===== src/rtl/uart_pkg.sv =====
// Shared constants, FSM state types and the hex glyph table for the UART/7-segment block.
package uart_pkg;

    localparam int OVERSAMPLE = 16;
    localparam int DATA_BITS  = 8;

    typedef enum logic [1:0] {RX_IDLE, RX_START, RX_DATA, RX_STOP} rx_state_t;
    typedef enum logic [1:0] {TX_IDLE, TX_START, TX_DATA, TX_STOP} tx_state_t;

    // Active-low {g,f,e,d,c,b,a}; entry n at bits [7n+6:7n], glyphs 0-9, A, b, C, d, E, F.
    localparam logic [15:0][6:0] SEG_TABLE = {
        7'h0E, 7'h06, 7'h21, 7'h46, 7'h03, 7'h08, 7'h10, 7'h00,
        7'h78, 7'h02, 7'h12, 7'h19, 7'h30, 7'h24, 7'h79, 7'h40
    };

    function automatic logic [6:0] hex_to_seg(input logic [3:0] nibble);
        return SEG_TABLE[nibble];
    endfunction

endpackage


===== src/rtl/uart_sample_tick.sv =====
// Free-running down-counter emitting a one-cycle oversample tick every SAMPLE_DIV clocks.
module uart_sample_tick #(
    parameter int SAMPLE_DIV = 54
) (
    input  logic i_clk,
    input  logic i_rst,
    output logic sample_tick
);

    localparam int CW = (SAMPLE_DIV > 1) ? $clog2(SAMPLE_DIV) : 1;

    logic [CW-1:0] div_cnt;

    always_ff @(posedge i_clk or posedge i_rst) begin
        if (i_rst)
            div_cnt <= '0;
        else if (div_cnt == '0)
            div_cnt <= CW'(SAMPLE_DIV - 1);
        else
            div_cnt <= div_cnt - 1'b1;
    end

    assign sample_tick = (div_cnt == '0);

endmodule


===== src/rtl/uart_rx_tx_seg.sv =====
// 8N1 UART receiver and transmitter sharing one oversample tick, plus a 4-digit hex display driver.
//  state    | meaning
//  *_IDLE   | line idle; RX waits for a low sample, TX waits for tx_enable
//  *_START  | start bit; RX re-checks at mid-bit, TX drives 0
//  *_DATA   | 8 data bits, LSB first, one per OVERSAMPLE ticks
//  *_STOP   | stop bit; RX samples it and posts the byte, TX drives 1
module uart_rx_tx_seg #(
    parameter int SAMPLE_DIV        = 54,
    parameter int OVERSAMPLE        = 16,
    parameter int INPUT_WIDTH       = 16,
    parameter int SEV_SEG_PRESCALAR = 18
) (
    input  logic                   i_clk,
    input  logic                   i_rst,
    input  logic                   rx,
    input  logic                   flush,
    output logic [7:0]             data,
    output logic                   converted,
    output logic                   data_valid,
    output logic                   rx_busy,
    input  logic                   tx_enable,
    input  logic [7:0]             tx_data,
    output logic                   tx,
    output logic                   tx_busy,
    input  logic [INPUT_WIDTH-1:0] number,
    input  logic [3:0]             decimal_points,
    output logic [3:0]             anodes,
    output logic [7:0]             cathodes
);
    import uart_pkg::*;

    localparam int OS_W  = $clog2(OVERSAMPLE);
    localparam int BIT_W = $clog2(DATA_BITS);
    localparam logic [OS_W-1:0]  FULL_LOAD = OS_W'(OVERSAMPLE - 1);
    localparam logic [OS_W-1:0]  HALF_LOAD = OS_W'(OVERSAMPLE / 2 - 1);
    localparam logic [BIT_W-1:0] LAST_BIT  = BIT_W'(DATA_BITS - 1);

    logic sample_tick;

    uart_sample_tick #(.SAMPLE_DIV(SAMPLE_DIV)) u_tick (
        .i_clk       (i_clk),
        .i_rst       (i_rst),
        .sample_tick (sample_tick)
    );

    logic [1:0] rx_sync;
    logic       rx_s;

    always_ff @(posedge i_clk or posedge i_rst) begin
        if (i_rst) rx_sync <= 2'b11;
        else       rx_sync <= {rx_sync[0], rx};
    end
    assign rx_s = rx_sync[1];

    rx_state_t            rx_state, rx_nxt;
    logic [OS_W-1:0]      rx_cnt;
    logic [BIT_W-1:0]     rx_bit;
    logic [DATA_BITS-1:0] rx_shreg;
    logic                 rx_expire, rx_done;

    assign rx_expire = sample_tick && (rx_cnt == '0);
    assign rx_done   = (rx_state == RX_STOP) && rx_expire;

    always_comb begin
        rx_nxt = rx_state;
        case (rx_state)
            RX_IDLE:  if (sample_tick && !rx_s) rx_nxt = RX_START;
            RX_START: if (rx_expire) rx_nxt = rx_s ? RX_IDLE : RX_DATA;
            RX_DATA:  if (rx_expire && rx_bit == LAST_BIT) rx_nxt = RX_STOP;
            RX_STOP:  if (rx_expire) rx_nxt = RX_IDLE;
            default:  rx_nxt = RX_IDLE;
        endcase
    end

    always_ff @(posedge i_clk or posedge i_rst) begin
        if (i_rst) rx_state <= RX_IDLE;
        else       rx_state <= rx_nxt;
    end

    // The half-bit load in IDLE lines the first expiry up with the middle of the start bit.
    always_ff @(posedge i_clk or posedge i_rst) begin
        if (i_rst) begin
            rx_cnt   <= '0;
            rx_bit   <= '0;
            rx_shreg <= '0;
        end else if (rx_state == RX_IDLE) begin
            rx_cnt <= HALF_LOAD;
            rx_bit <= '0;
        end else if (rx_expire) begin
            rx_cnt <= FULL_LOAD;
            if (rx_state == RX_DATA) begin
                rx_shreg <= {rx_s, rx_shreg[DATA_BITS-1:1]};
                rx_bit   <= rx_bit + 1'b1;
            end
        end else if (sample_tick) begin
            rx_cnt <= rx_cnt - 1'b1;
        end
    end

    always_ff @(posedge i_clk or posedge i_rst) begin
        if (i_rst) begin
            data       <= '0;
            converted  <= 1'b0;
            data_valid <= 1'b0;
        end else if (rx_done) begin
            data       <= rx_shreg;
            converted  <= 1'b1;
            data_valid <= rx_s;
        end else if (flush) begin
            converted  <= 1'b0;
            data_valid <= 1'b0;
        end
    end

    assign rx_busy = (rx_state != RX_IDLE);

    tx_state_t            tx_state, tx_nxt;
    logic [OS_W-1:0]      tx_cnt;
    logic [BIT_W-1:0]     tx_bit;
    logic [DATA_BITS-1:0] tx_shreg;
    logic                 tx_expire;

    assign tx_expire = sample_tick && (tx_cnt == '0);

    always_comb begin
        tx_nxt = tx_state;
        case (tx_state)
            TX_IDLE:  if (tx_enable) tx_nxt = TX_START;
            TX_START: if (tx_expire) tx_nxt = TX_DATA;
            TX_DATA:  if (tx_expire && tx_bit == LAST_BIT) tx_nxt = TX_STOP;
            TX_STOP:  if (tx_expire) tx_nxt = TX_IDLE;
            default:  tx_nxt = TX_IDLE;
        endcase
    end

    always_ff @(posedge i_clk or posedge i_rst) begin
        if (i_rst) tx_state <= TX_IDLE;
        else       tx_state <= tx_nxt;
    end

    always_ff @(posedge i_clk or posedge i_rst) begin
        if (i_rst) begin
            tx_cnt   <= '0;
            tx_bit   <= '0;
            tx_shreg <= '0;
        end else if (tx_state == TX_IDLE) begin
            tx_cnt <= FULL_LOAD;
            tx_bit <= '0;
            if (tx_enable) tx_shreg <= tx_data;
        end else if (tx_expire) begin
            tx_cnt <= FULL_LOAD;
            if (tx_state == TX_DATA) begin
                tx_shreg <= {1'b0, tx_shreg[DATA_BITS-1:1]};
                tx_bit   <= tx_bit + 1'b1;
            end
        end else if (sample_tick) begin
            tx_cnt <= tx_cnt - 1'b1;
        end
    end

    assign tx      = (tx_state == TX_START) ? 1'b0 :
                     (tx_state == TX_DATA)  ? tx_shreg[0] : 1'b1;
    assign tx_busy = (tx_state != TX_IDLE);

    logic [SEV_SEG_PRESCALAR-1:0] seg_cnt;
    logic [1:0]                   digit;
    logic [15:0]                  num16;
    logic [3:0]                   nibble;

    always_ff @(posedge i_clk or posedge i_rst) begin
        if (i_rst) seg_cnt <= '0;
        else       seg_cnt <= seg_cnt + 1'b1;
    end

    assign digit    = seg_cnt[SEV_SEG_PRESCALAR-1 -: 2];
    assign num16    = number[15:0];
    assign nibble   = num16[{digit, 2'b00} +: 4];
    assign anodes   = ~(4'b0001 << digit);
    assign cathodes = {~decimal_points[digit], hex_to_seg(nibble)};

endmodule


===== config.mk =====
export PLATFORM = sky130hd
export DESIGN_NAME = uart_rx_tx_seg
export DESIGN_NICKNAME = d
export VERILOG_FILES = /design/src/rtl/uart_pkg.sv /design/src/rtl/uart_sample_tick.sv /design/src/rtl/uart_rx_tx_seg.sv
export SDC_FILE = /design/constraint.sdc
export NUM_CORES = 1
export LEC_CHECK = 0
export CAP_MARGIN = 15
export CORE_ASPECT_RATIO = 0.9
export CORE_MARGIN = 2
export CORE_UTILIZATION = 58
export CTS_CLUSTER_SIZE = 14
export DETAILED_ROUTE_END_ITERATION = 12
export GPL_ROUTABILITY_DRIVEN = 0
export PLACE_DENSITY_LB_ADDON = 0.1
export SETUP_SLACK_MARGIN = 0.3
export SYNTH_ARGS = -nofsm -noshare
export SYNTH_HDL_FRONTEND = slang
export SYNTH_SLANG_ARGS = --single-unit

===== constraint.sdc =====
create_clock -name i_clk -period 7.2 [get_ports i_clk]
set_clock_uncertainty 0.2 [all_clocks]
set_input_delay 1.44 -clock i_clk [delete_from_list [all_inputs] [get_ports i_clk]]
set_output_delay 1.44 -clock i_clk [all_outputs]
set_load 0.02 [all_outputs]

==> results.py <==
metrics = {
    "clocking": {
        "cts_inserted_buffers": 9,
        "post_cts_resized": 0,
        "cts_tree": "done",
        "cts.clk_slew.worst_paths_ps": 70,
        "cts_root_buf": "clkbuf_8",
        "clock_sinks": 70,
        "htreeDepth": 3,
        "clockBufferDepth": 2,
        "insertion_delay_ps": 350,
        "cts_setup_buffers": 0,
        "postCtsHoldBufs": 0,
    },
    "yosys": {
        "syn-num-nets": 381,
        "postSynthAreaPerCell_um2": 10.97,
        "synth.distinct_cells": 48,
        "synth_top_cells_by_area": "dfrtp_1 (47%), ha_1 (7.0%), mux2_2 (6.3%), xnor2_1 (3.2%), mux4_2 (3.1%)",
        "synth_top_area_share_pct": 47.27,
        "yosys-top-cells-count": "dfrtp_1 (68), nand2_1 (24), ha_1 (20), mux2_2 (20), nor2_1 (20)",
        "ys.flop_type": "dfrtp_1",
        "syn-instance-count": 328,
        "syn_area_um2": 3600,
        "synth.most_common_cell": "dfrtp_1",
        "async_reset_ff_share_pct": 100.0,
        "synth_edf_count": 0,
        "synth_largest_area_cell": "dfrtp_1",
        "yosysWarningCount": 0,
        "synth-seq-area-share_pct": 48.73,
        "ys_seq_elements": 70,
    },
    "floorplan": {
        "num_io_pins": 58,
        "row_count": 27,
        "die_w_um": 87.04,
        "core_um2": 6047,
        "start_util_pct": 59.53,
        "dieArea_um2": 6854,
        "die_y_um": 78.74,
    },
    "global_routing": {
        "grtUsageTotal_pct": 22.41,
        "grt_overflow": 0,
        "grt_pass1_wl_mm": 11.96,
        "antenna_found_initial": 0,
        "grt_max_degree": 71,
        "grt_pass1_vias": 2605,
    },
    "layout": {
        "area_delta_synth_final_pct": 24.16,
        "layout-drive-gt1-share_pct": 14.07,
        "antennaDiodeCount": 0,
        "nets": 439,
        "final_core_util_pct": 73.91,
    },
    "critical_path": {
        "crit_arrival_ps": 3740,
        "worstSetupPathType": "input port to output port",
        "r2r_start": "u_tick.div_cnt[0]$_DFF_PP0_",
        "start_kind": "input port",
        "crit_fanout": 6,
        "end_kind": "output port",
        "crit_path_start": "number[13]",
        "required_ps": 5560,
    },
    "timing": {
        "maxSlewViolCount": 0,
        "rsz0062_at_grt": "no",
        "period_needed_ps": 5383,
        "setup_violations": 0,
        "hold_viol_final": 0,
        "finalSetupTns_ps": 0,
        "tightest_slew_ps": 856.8,
        "relSlewSlack_pct": 42.88,
        "fin_crit_sh_pct": 74.76,
        "clock.fmax_mhz": 185.8,
        "hold_ws_ps": 166.4,
    },
    "pwr": {
        "p_leak_nw": 2.055,
        "vdd_drop_max_mv": 0.2439,
        "cellPowerDensity_nw_per_um2": 228.7,
    },
    "route": {
        "wl_met1_mm": 3.099,
        "drt-total-wl_mm": 6.907,
        "via_per_inst": 5.644,
        "routed.top_layer": "met4",
        "via_count": 2613,
        "drtPass1Iterations": 4,
        "antenna_left": 0,
        "drcViolationCount": 0,
        "wl_met3_um": 246,
        "routedWlPerCell_um": 14.92,
        "met2WireLength_mm": 3.467,
        "first_iter_violations": 127,
    },
    "outcome": {
        "status": "finished, final reports clean",
    },
    "placement": {
        "dpl.hpwl_mm": 4.882,
        "numPortBuffers": 57,
    },
    "min_path": {
        "hold_path.class": "flop to flop",
        "hp-start": "rx_sync[0]$_DFF_PP1_",
    },
    "job": {
        "drv_cap": 0,
    },
}
-- flip-flops by register name (all words and copies together) (netlist names), named ones only --
| name | flops |
|---|---|
| seg_cnt | 18 |
| data | 8 |
| rx_shreg | 8 |
| tx_shreg | 8 |
| u_tick.div_cnt | 6 |
| rx_cnt | 4 |
| tx_cnt | 4 |
| rx_bit | 3 |
| tx_bit | 3 |
| rx_sync | 2 |
| tx_state | 2 |
| converted | 1 |
| data_valid | 1 |
| rx_state | 1 |
-- worst paths after layout --
path / endpoint / slack, ps / cells after the start
worst min-delay path: rx_sync[1]$_DFF_PP1_ / 170 / 0
worst max-delay path: cathodes[0] / 1820 / 7
worst min register to register: rx_sync[1]$_DFF_PP1_ / 170 / 0
max in group asynchronous: tx_cnt[0]$_DFFE_PP0P_ / 4750 / 3
worst max register to register: tx_shreg[0]$_DFFE_PP0P_ / 4520 / 6
min in group asynchronous: tx_shreg[4]$_DFFE_PP0P_ / 1490 / 3
-- critical path, cell delays in order --
cell and delay (ps):
clkdlybuf4s50_1 390, mux4_2 550, inv_1 150, ha_1 240, inv_1 70, o31ai_1 260, clkdlybuf4s50_1 650
-- power breakdown --
part           leakage [nW]  internal [mW]  switching (mW)  total (mW)
clock network         0.126          0.239           0.146       0.385
logic                  1.05         0.0908           0.106       0.197
registers             0.879          0.422          0.0183       0.441
-- cells by family (layout without fill, tap and decap cells) --
| kind of cell | count (synthesis) | after routing | share of synthesized area [%] |
|---|---|---|---|
| compound gates | 57 | 57 | 9.837 |
| simple gates | 103 | 103 | 16.16 |
| fa+ha+maj | 20 | 20 | 6.952 |
| flops | 70 | 70 | 48.73 |
| buf+inv | 30 | 93 | 3.232 |
| xor+xnor | 20 | 20 | 4.866 |
| mux | 28 | 28 | 10.22 |
-- routing by layer --
layer / up-vias / global-route usage (%)
li1: 1283 / -
met5: - / 0
met3: 9 / 5.613
met2: 44 / 35.95
met4: 0 / 8.125
met1: 1277 / 29.57
-- through the flow --
step	worst slack (ps)	std cells	instance area, um2	total power [mW]
floorplan	2644	328	3600	0.5742
global placement	1909	447	4223	0.6353
detailed placement	1825	447	4223	0.6429
CTS	1800	463	4469	1.029
global route	1695	463	4469	1.072
finish	1817	463	4469	1.022
-- layout make-up --
type | instances | area [um2]
clock buffers | 10 | 137.6
flip-flops and latches | 70 | 1754
clock inverters | 6 | 108.9
multi-input cells | 228 | 1729
repair buffers | 58 | 578.1
well taps | 72 | 90.09
fillers | 441 | 1578
inverters | 19 | 71.32
-- layout by cell type, fill, tap and decap left out, types with 3 or more instances in the layout --
cell / n
nand2b_1: 7
nand2_1: 24
nor2b_1: 4
ha_1: 20
nand3_1: 13
xnor2_1: 13
nand4_1: 5
nor3_1: 6
xor2_1: 7
clkdlybuf4s50_1: 57
and4_1: 5
bufinv_16: 3
clkbuf_8: 10
or2_2: 3
inv_1: 18
o21ai_0: 11
and3_1: 3
mux2_2: 20
mux4_2: 5
o211ai_1: 3
dfrtp_1: 68
a21oi_1: 18
o22ai_1: 9
mux2i_1: 3
nor2_1: 20
o21a_1: 3
No activity file was read; power rests on OpenSTA's default activity.
